==> src/rtl/led_blink_ctrl.sv <==
// Multi-channel LED controller: per-channel off/on/blink/PWM modes configured
// through a single-cycle write port, sharing one blink timebase and one PWM counter.
module led_blink_ctrl #(
  parameter int NCH         = 3,
  parameter int TICK_DIV    = 12000,
  parameter int BLINK_TICKS = 250,
  parameter int PWM_BITS    = 8,
  parameter int ACTIVE_LOW  = 0,
  localparam int CHW        = (NCH > 1) ? $clog2(NCH) : 1
) (
  input  logic                clk,
  input  logic                reset,
  input  logic                cfg_wr,
  input  logic [CHW-1:0]      cfg_ch,
  input  logic [1:0]          cfg_mode,
  input  logic [PWM_BITS-1:0] cfg_duty,
  output logic                cfg_err,
  output logic                blink,
  output logic [NCH-1:0]      led
);

  localparam int   PSW = (TICK_DIV > 1) ? $clog2(TICK_DIV) : 1;
  localparam int   TCW = (BLINK_TICKS > 1) ? $clog2(BLINK_TICKS) : 1;
  localparam logic POL = (ACTIVE_LOW != 0);

  typedef enum logic [1:0] {
    MODE_OFF   = 2'b00,
    MODE_ON    = 2'b01,
    MODE_BLINK = 2'b10,
    MODE_PWM   = 2'b11
  } mode_t;

  logic [PSW-1:0]      presc;
  logic [TCW-1:0]      tick_cnt;
  logic [PWM_BITS-1:0] pwm_cnt;
  logic                phase;
  mode_t               mode [NCH];
  logic [PWM_BITS-1:0] duty [NCH];

  logic           tick;
  logic           wrap;
  logic           phase_nxt;
  logic           ch_ok;
  logic [NCH-1:0] raw;

  // Blinking channels are driven from the phase value being registered this
  // edge, so led and blink change together and stay phase-locked.
  always_comb begin
    // NOTE: every always_comb output gets a default first so no path can infer a latch.
    raw       = '0;
    tick      = (presc == PSW'(TICK_DIV - 1));
    wrap      = tick && (tick_cnt == TCW'(BLINK_TICKS - 1));
    phase_nxt = phase ^ wrap;
    ch_ok     = (int'(cfg_ch) < NCH);
    for (int i = 0; i < NCH; i++) begin
      case (mode[i])
        MODE_OFF:   raw[i] = 1'b0;
        MODE_ON:    raw[i] = 1'b1;
        MODE_BLINK: raw[i] = phase_nxt;
        MODE_PWM:   raw[i] = (pwm_cnt < duty[i]);
        default:    raw[i] = 1'b0;
      endcase
    end
  end

  always_ff @(posedge clk) begin
    // NOTE: sequential state uses non-blocking assignments so all registers update from pre-edge values.
    if (reset) begin
      presc    <= '0;
      tick_cnt <= '0;
      pwm_cnt  <= '0;
      phase    <= 1'b0;
      cfg_err  <= 1'b0;
      led      <= {NCH{POL}};
    end else begin
      presc    <= tick ? '0 : presc + PSW'(1);
      if (tick) tick_cnt <= wrap ? '0 : tick_cnt + TCW'(1);
      pwm_cnt  <= pwm_cnt + PWM_BITS'(1);
      phase    <= phase_nxt;
      cfg_err  <= cfg_wr && !ch_ok;
      led      <= raw ^ {NCH{POL}};
    end
  end

  assign blink = phase;

  // NOTE: the mode/duty register file is explicitly reset because a freshly reset board must show all LEDs off.
  always_ff @(posedge clk) begin
    if (reset) begin
      for (int i = 0; i < NCH; i++) begin
        mode[i] <= MODE_OFF;
        duty[i] <= '0;
      end
    end else begin
      for (int i = 0; i < NCH; i++) begin
        if (cfg_wr && (cfg_ch == CHW'(i))) begin
          mode[i] <= mode_t'(cfg_mode);
          duty[i] <= cfg_duty;
        end
      end
    end
  end

endmodule

==> config.mk <==
export PLATFORM = sky130hd
export DESIGN_NAME = led_blink_ctrl
export DESIGN_NICKNAME = d
export VERILOG_FILES = /design/src/rtl/led_blink_ctrl.sv
export SDC_FILE = /design/constraint.sdc
export NUM_CORES = 1
export LEC_CHECK = 0
export BUFFER_PORTS_ARGS = -buffer_cell sky130_fd_sc_hd__buf_4
export CAP_MARGIN = 15
export CORE_MARGIN = 2
export CORE_UTILIZATION = 45
export CTS_BUF_LIST = sky130_fd_sc_hd__clkbuf_8
export DETAILED_ROUTE_END_ITERATION = 6
export HOLD_SLACK_MARGIN = 0.02
export SLEW_MARGIN = 20
export SYNTH_ARGS = -nofsm -noshare
export SYNTH_HDL_FRONTEND = slang
export SYNTH_SLANG_ARGS = --single-unit
==> constraint.sdc <==
create_clock -name clk -period 2.5 [get_ports clk]
set_clock_uncertainty 0.05 [all_clocks]
set_input_delay 0.125 -clock clk [delete_from_list [all_inputs] [get_ports clk]]
set_output_delay 0.125 -clock clk [all_outputs]
set_load 0.05 [all_outputs]
# After elaboration in Yosys (flattened, before gate mapping)
# Memory sizes are Yosys's and may differ from the RTL's.
# Index checks and enable logic that the tools add are counted.
word_totals:
  inputBits: 15
  n_memories: 2
  regBits: 35
  ram_bits: 30
  out_inout_bits: 5
op_classes:
  mux: 21
  magnitude_cmp: 4
  reduce_logical: 11
  eq_ne: 13
  n_bitwise: 7
  add_sub_neg: 3
memory_table:
  columns: ["name", "words", "word_bits", "rd", "rd_ports_with_merged_regs", "wr", "line", "rtl"]
  rows:
  - ["duty", 3, 8, 3, 0, 3, "38", "logic [PWM_BITS-1:0] duty [NCH];"]
  - ["mode", 3, 2, 3, 0, 3, "37", "mode_t mode [NCH];"]
ops:
  columns: ["op", "n"]
  rows:
  - ["8-bit 2-to-1 mux", 4]
  - ["8-bit less-than comparator", 3]
  - ["8-bit by 1-bit adder with 8-bit output (second input constant)", 2]
  - ["14-bit by 1-bit adder with 14-bit output (second input constant)", 1]
  - ["14-bit == test (second input constant)", 1]
  - ["2-bit == test (second input constant)", 7]
  - ["1-bit case mux with 4 select lines", 3]
  - ["1-bit 2-to-1 mux", 11]
  - ["2-bit by 1-bit == test with 1-bit output (second input constant)", 4]
  - ["8-bit == test (second input constant)", 1]
  - ["2-bit zero test", 4]
  - ["2-bit 2-to-1 mux", 3]
  - ["1-bit OR", 6]
  - ["1-bit logical AND", 5]
  - ["2-bit less-than comparator (second input constant)", 1]
  - ["2-bit OR reduction", 1]
  - ["1-bit zero test", 1]
  - ["1-bit XOR", 1]

# Depth between registers and ports, before layout
logic_depth:
  ltp_word: 6
  depth_mapped: 8
  mapped_depth_nobuf: 7

# Worst setup path after synthesis
# No wires, ideal clock.
synth_path:
  path_type: "register to register"
  startpoint: "reg presc[0]"
  endpoint: "reg tick_cnt[5]"
  n_path_buf: 0
  stages_incl_launch_ff: 7
  required_ps: 2335
  period_less_slack_ps: 1935
  setup_slack_ps: 565
  setup_time_ps: 115
  arrival_time_ps: 1770
  path_cell_list: "dfxtp_1 -> ha_1 -> or3b_2 -> nor4_4 -> nand4_1 -> xor2_1 -> nor2_1"
synth_via:
  elab_chain_len: 3
synth_lines:
  columns: ["item", "line", "rtl"]
  rows:
  - ["start: declaration", "33", "logic [PSW-1:0] presc;"]
  - ["start signal: assignment", "76", "presc <= tick ? '0 : presc + PSW'(1);"]
  - ["14-bit == test *", "51", "tick = (presc == PSW'(TICK_DIV - 1));"]
  - ["1-bit logical AND", "52", "wrap = tick && (tick_cnt == TCW'(BLINK_TICKS - 1));"]
  - ["8-bit 2-to-1 mux", "77", "if (tick) tick_cnt <= wrap ? '0 : tick_cnt + TCW'(1);"]
  - ["end signal: assignment", "77", null]
  - ["end: declaration", "34", "logic [TCW-1:0] tick_cnt;"]
# Mark *: on every way between the ends. The rest lies on a longest branch, timed or not.
# A chain may end at the register's enable or synchronous reset.

# Final worst setup path
layout_path:
  startpoint: "reg presc[0]"
  endpoint: "reg tick_cnt[4]"
# Same word-level chain as after synthesis.

==> results.yml <==
status:
  run_status: "finished clean"
critical_path:
  capturing_element_type_of_the_critical_path: "register"
  setup.worst_path.start: "presc[0]$_SDFF_PP0_"
  critical_path_arrival_ns: 2.33
  cp-start-kind: "register"
  required_ns: 2.67
  worstPathMaxFanout: 7
  path_class: "reg2reg"
  worst_r2r_startpoint: "presc[0]$_SDFF_PP0_"
clock_tree:
  ctsResizeCount: 0
  tritoncts: "yes"
  htree_num_levels: 3
  clock_insertion_delay_worst_skew_ns: 0.33
  clkSinkCount: 65
  post-cts-setup-buffer-count: 0
  cts-hold-fix-buffers: 3
  clock_tree.buffer_depth: 2
  root_buffer_cell: "clkbuf_8"
  cts_made_buffers: 9
  worst_setup_hold_path_clk_slew_ns: 0.07
min_path:
  timing.hold.worst.class: "in2reg"
  hold_path.startpoint: "reset"
final_layout:
  multi_input_comb_area_um2: 1310
  nets: 357
  antenna_cells: 0
  number_of_standard_cells_in_the_layout_taps_in_and_fillers_out: 402
  post_route_cells_drive_above_1_share_pct: 13.0
  final_core_util_pct: 52.4
  fillCellCount: 618
  register_area_um2: 1600
  synthToLayoutAreaGrowth_pct: 14.5
grt:
  antenna_found_initial: 0
  grt_pass1_vias: 2009
  grt_first_pass_wirelength_um: 9040
  global_route.overflow_total: 0
  grt_max_degree: 22
  gr-usage-all-layers_pct: 15.9
synthesis:
  asyncSetResetFlopFracSynth_pct: 0
  synth_largest_area_cell: "edfxtp_1"
  synth_top_flop_cell: "dfxtp_1"
  synth_top_cells_by_area: "edfxtp_1 29%, dfxtp_1 23%, ha_1 10%"
  synth.yosys.warnings: 0
  post_synthesis_cell_area_um2: 3060
  synth_nets: 327
  synth-seq-cells: 65
  synth_sequential_area_ratio_pct: 52.4
  synthesis.area_per_instance_um2: 10.7
  synth_enable_flop_cells: 30
  syn_inst: 287
  yosys.cell_types.count: 33
  yosysTopAreaCellShare_pct: 29.5
detailed_routing:
  avgRoutedWirePerCell_um: 13.4
  detailroute.via_count: 2039
  drc: 0
  final_antenna_net_count: 0
  viasPerCell: 5.07
  drt_wl_total_um: 5390
  drt-initial-drc-count: 60
  drt_pass1_iterations: 4
placed_design:
  placed_cells_incl_taps: 383
  finalWeightedCongestion: 0.815
  dp.final_hpwl_um: 4070
  placement.io_buffers: 19
floorplanning:
  chipHeight_um: 86.4
  start_util_pct: 45.8
  coreArea_um2: 6680
  number_of_ports_placed_on_the_die_boundary: 20
  dieArea_um2: 7470
  num_rows: 30
  dieWidth_um: 86.4
timing:
  timing.final.crit_share_pct: 86.7
  grt_setup_unrepaired: "no"
  setup_viol_count_final: 0
  fmax_mhz: 461
  slew_violations: 0
  final.hold.worst_slack_ns: 0.0709
  max_slew_margin_pct: 57.6
  setup_tns_ns: 0
  tightestPinTransition_ns: 0.636
  timing.final.crit_period_ns: 2.17
  final_hold_vio_count: 0
power_and_ir_drop:
  power-per-cell-area_nw_per_um2: 624
  vdd_ir_drop_max_mv: 0.253
  total_leakage_power_nw: 1.52
  power.total_mw: 2.19
job:
  timing.max_cap.violations: 0
-- worst max-delay path: stages, from the launching register on --
cell	delay (ns)
dfxtp_1	0.37
ha_1	0.30
or3b_2	0.51
nor4_4	0.45
nand4_1	0.17
xor2_1	0.16
nor2_1	0.05
-- layer usage --
metal,vias up,wire [um],global-route usage (%),part of all wire (%)
met5,-,0,0,0
met4,0,42,6.82,0.78
met3,4,188,4.76,3.5
met2,22,2650,26.3,49
met1,961,2510,19.2,47
li1,1052,-,-,-
-- logic make-up after synthesis --
kind of cell    Yosys count  share of synthesized area [%]
flops                    65                           52.4
xor+xnor                 26                           7.45
simple gates            107                           18.7
compound gates           27                           6.59
fa+ha+maj                25                           10.2
buf+inv                  37                           4.66
-- layout by cell type (no fill, tap or decap), types with 3 or more instances in the layout --
| master | netlist | routed |
|---|---|---|
| a21oi_1 | 7 | 7 |
| nand4b_1 | 4 | 4 |
| and3_1 | 5 | 5 |
| nand4_1 | 8 | 8 |
| o21ai_0 | 6 | 6 |
| ha_1 | 25 | 25 |
| a41oi_1 | 3 | 3 |
| clkbuf_8 | 0 | 9 |
| buf_4 | 0 | 21 |
| nor2_1 | 41 | 41 |
| inv_1 | 32 | 35 |
| edfxtp_1 | 30 | 30 |
| dfxtp_1 | 35 | 35 |
| o31ai_1 | 3 | 3 |
| xor2_1 | 19 | 19 |
| nand3_1 | 16 | 16 |
| xnor2_1 | 7 | 7 |
| and2_1 | 10 | 10 |
| nand2_1 | 9 | 9 |
| o41ai_2 | 3 | 3 |
| dlygate4sd3_1 | 0 | 3 |
| nor3_1 | 3 | 3 |
-- cell type report --
cell class | instances | share of cell area, %
flip-flops and latches | 65 | 45.7
multi-input cells | 185 | 37.5
repair buffers | 24 | 5.36
clock buffers | 9 | 3.54
inverters | 32 | 3.43
well taps | 80 | 2.86
clock inverters | 7 | 1.57
-- path summary, 6_finish.rpt --
check             slack (ns)                       end  cells after the start
setup reg to reg        0.33  tick_cnt[4]$_SDFFE_PP0N_                      6
hold reg to reg         0.42       presc[0]$_SDFF_PP0_                      1
hold / removal          0.07     pwm_cnt[0]$_SDFF_PP0_                      2
setup / recovery        0.33  tick_cnt[4]$_SDFFE_PP0N_                      6
-- power breakdown --
part | switching [mW] | leakage [nW] | internal [mW]
registers | 0.0276 | 0.579 | 1.17
logic | 0.0985 | 0.836 | 0.0712
clock network | 0.375 | 0.104 | 0.443
-- sequential cells by signal (all words and copies together), names as in the netlist --
signal,cells
tick_cnt,8
mode,6
pwm_cnt,8
cfg_err,1
duty,24
led,3
presc,14
blink,1
-- through the flow --
step,worst slack (ns),area [um^2]
after CTS,0.322,3500
after floorplan,0.565,3060
after detailed placement,0.323,3290
after global routing,0.196,3500
after global placement,0.409,3290
final,0.333,3500
-- cells in the mapped netlist, types with 3 or more instances --
cell       n
nor2_1    41
dfxtp_1   35
inv_1     32
edfxtp_1  30
ha_1      25
xor2_1    19
nand3_1   16
and2_1    10
nand2_1    9
nand4_1    8
a21oi_1    7
xnor2_1    7
o21ai_0    6
and3_1     5
nand4b_1   4
a41oi_1    3
buf_2      3
nor3_1     3
o31ai_1    3
o41ai_2    3
(Power assumes the default switching activity.)
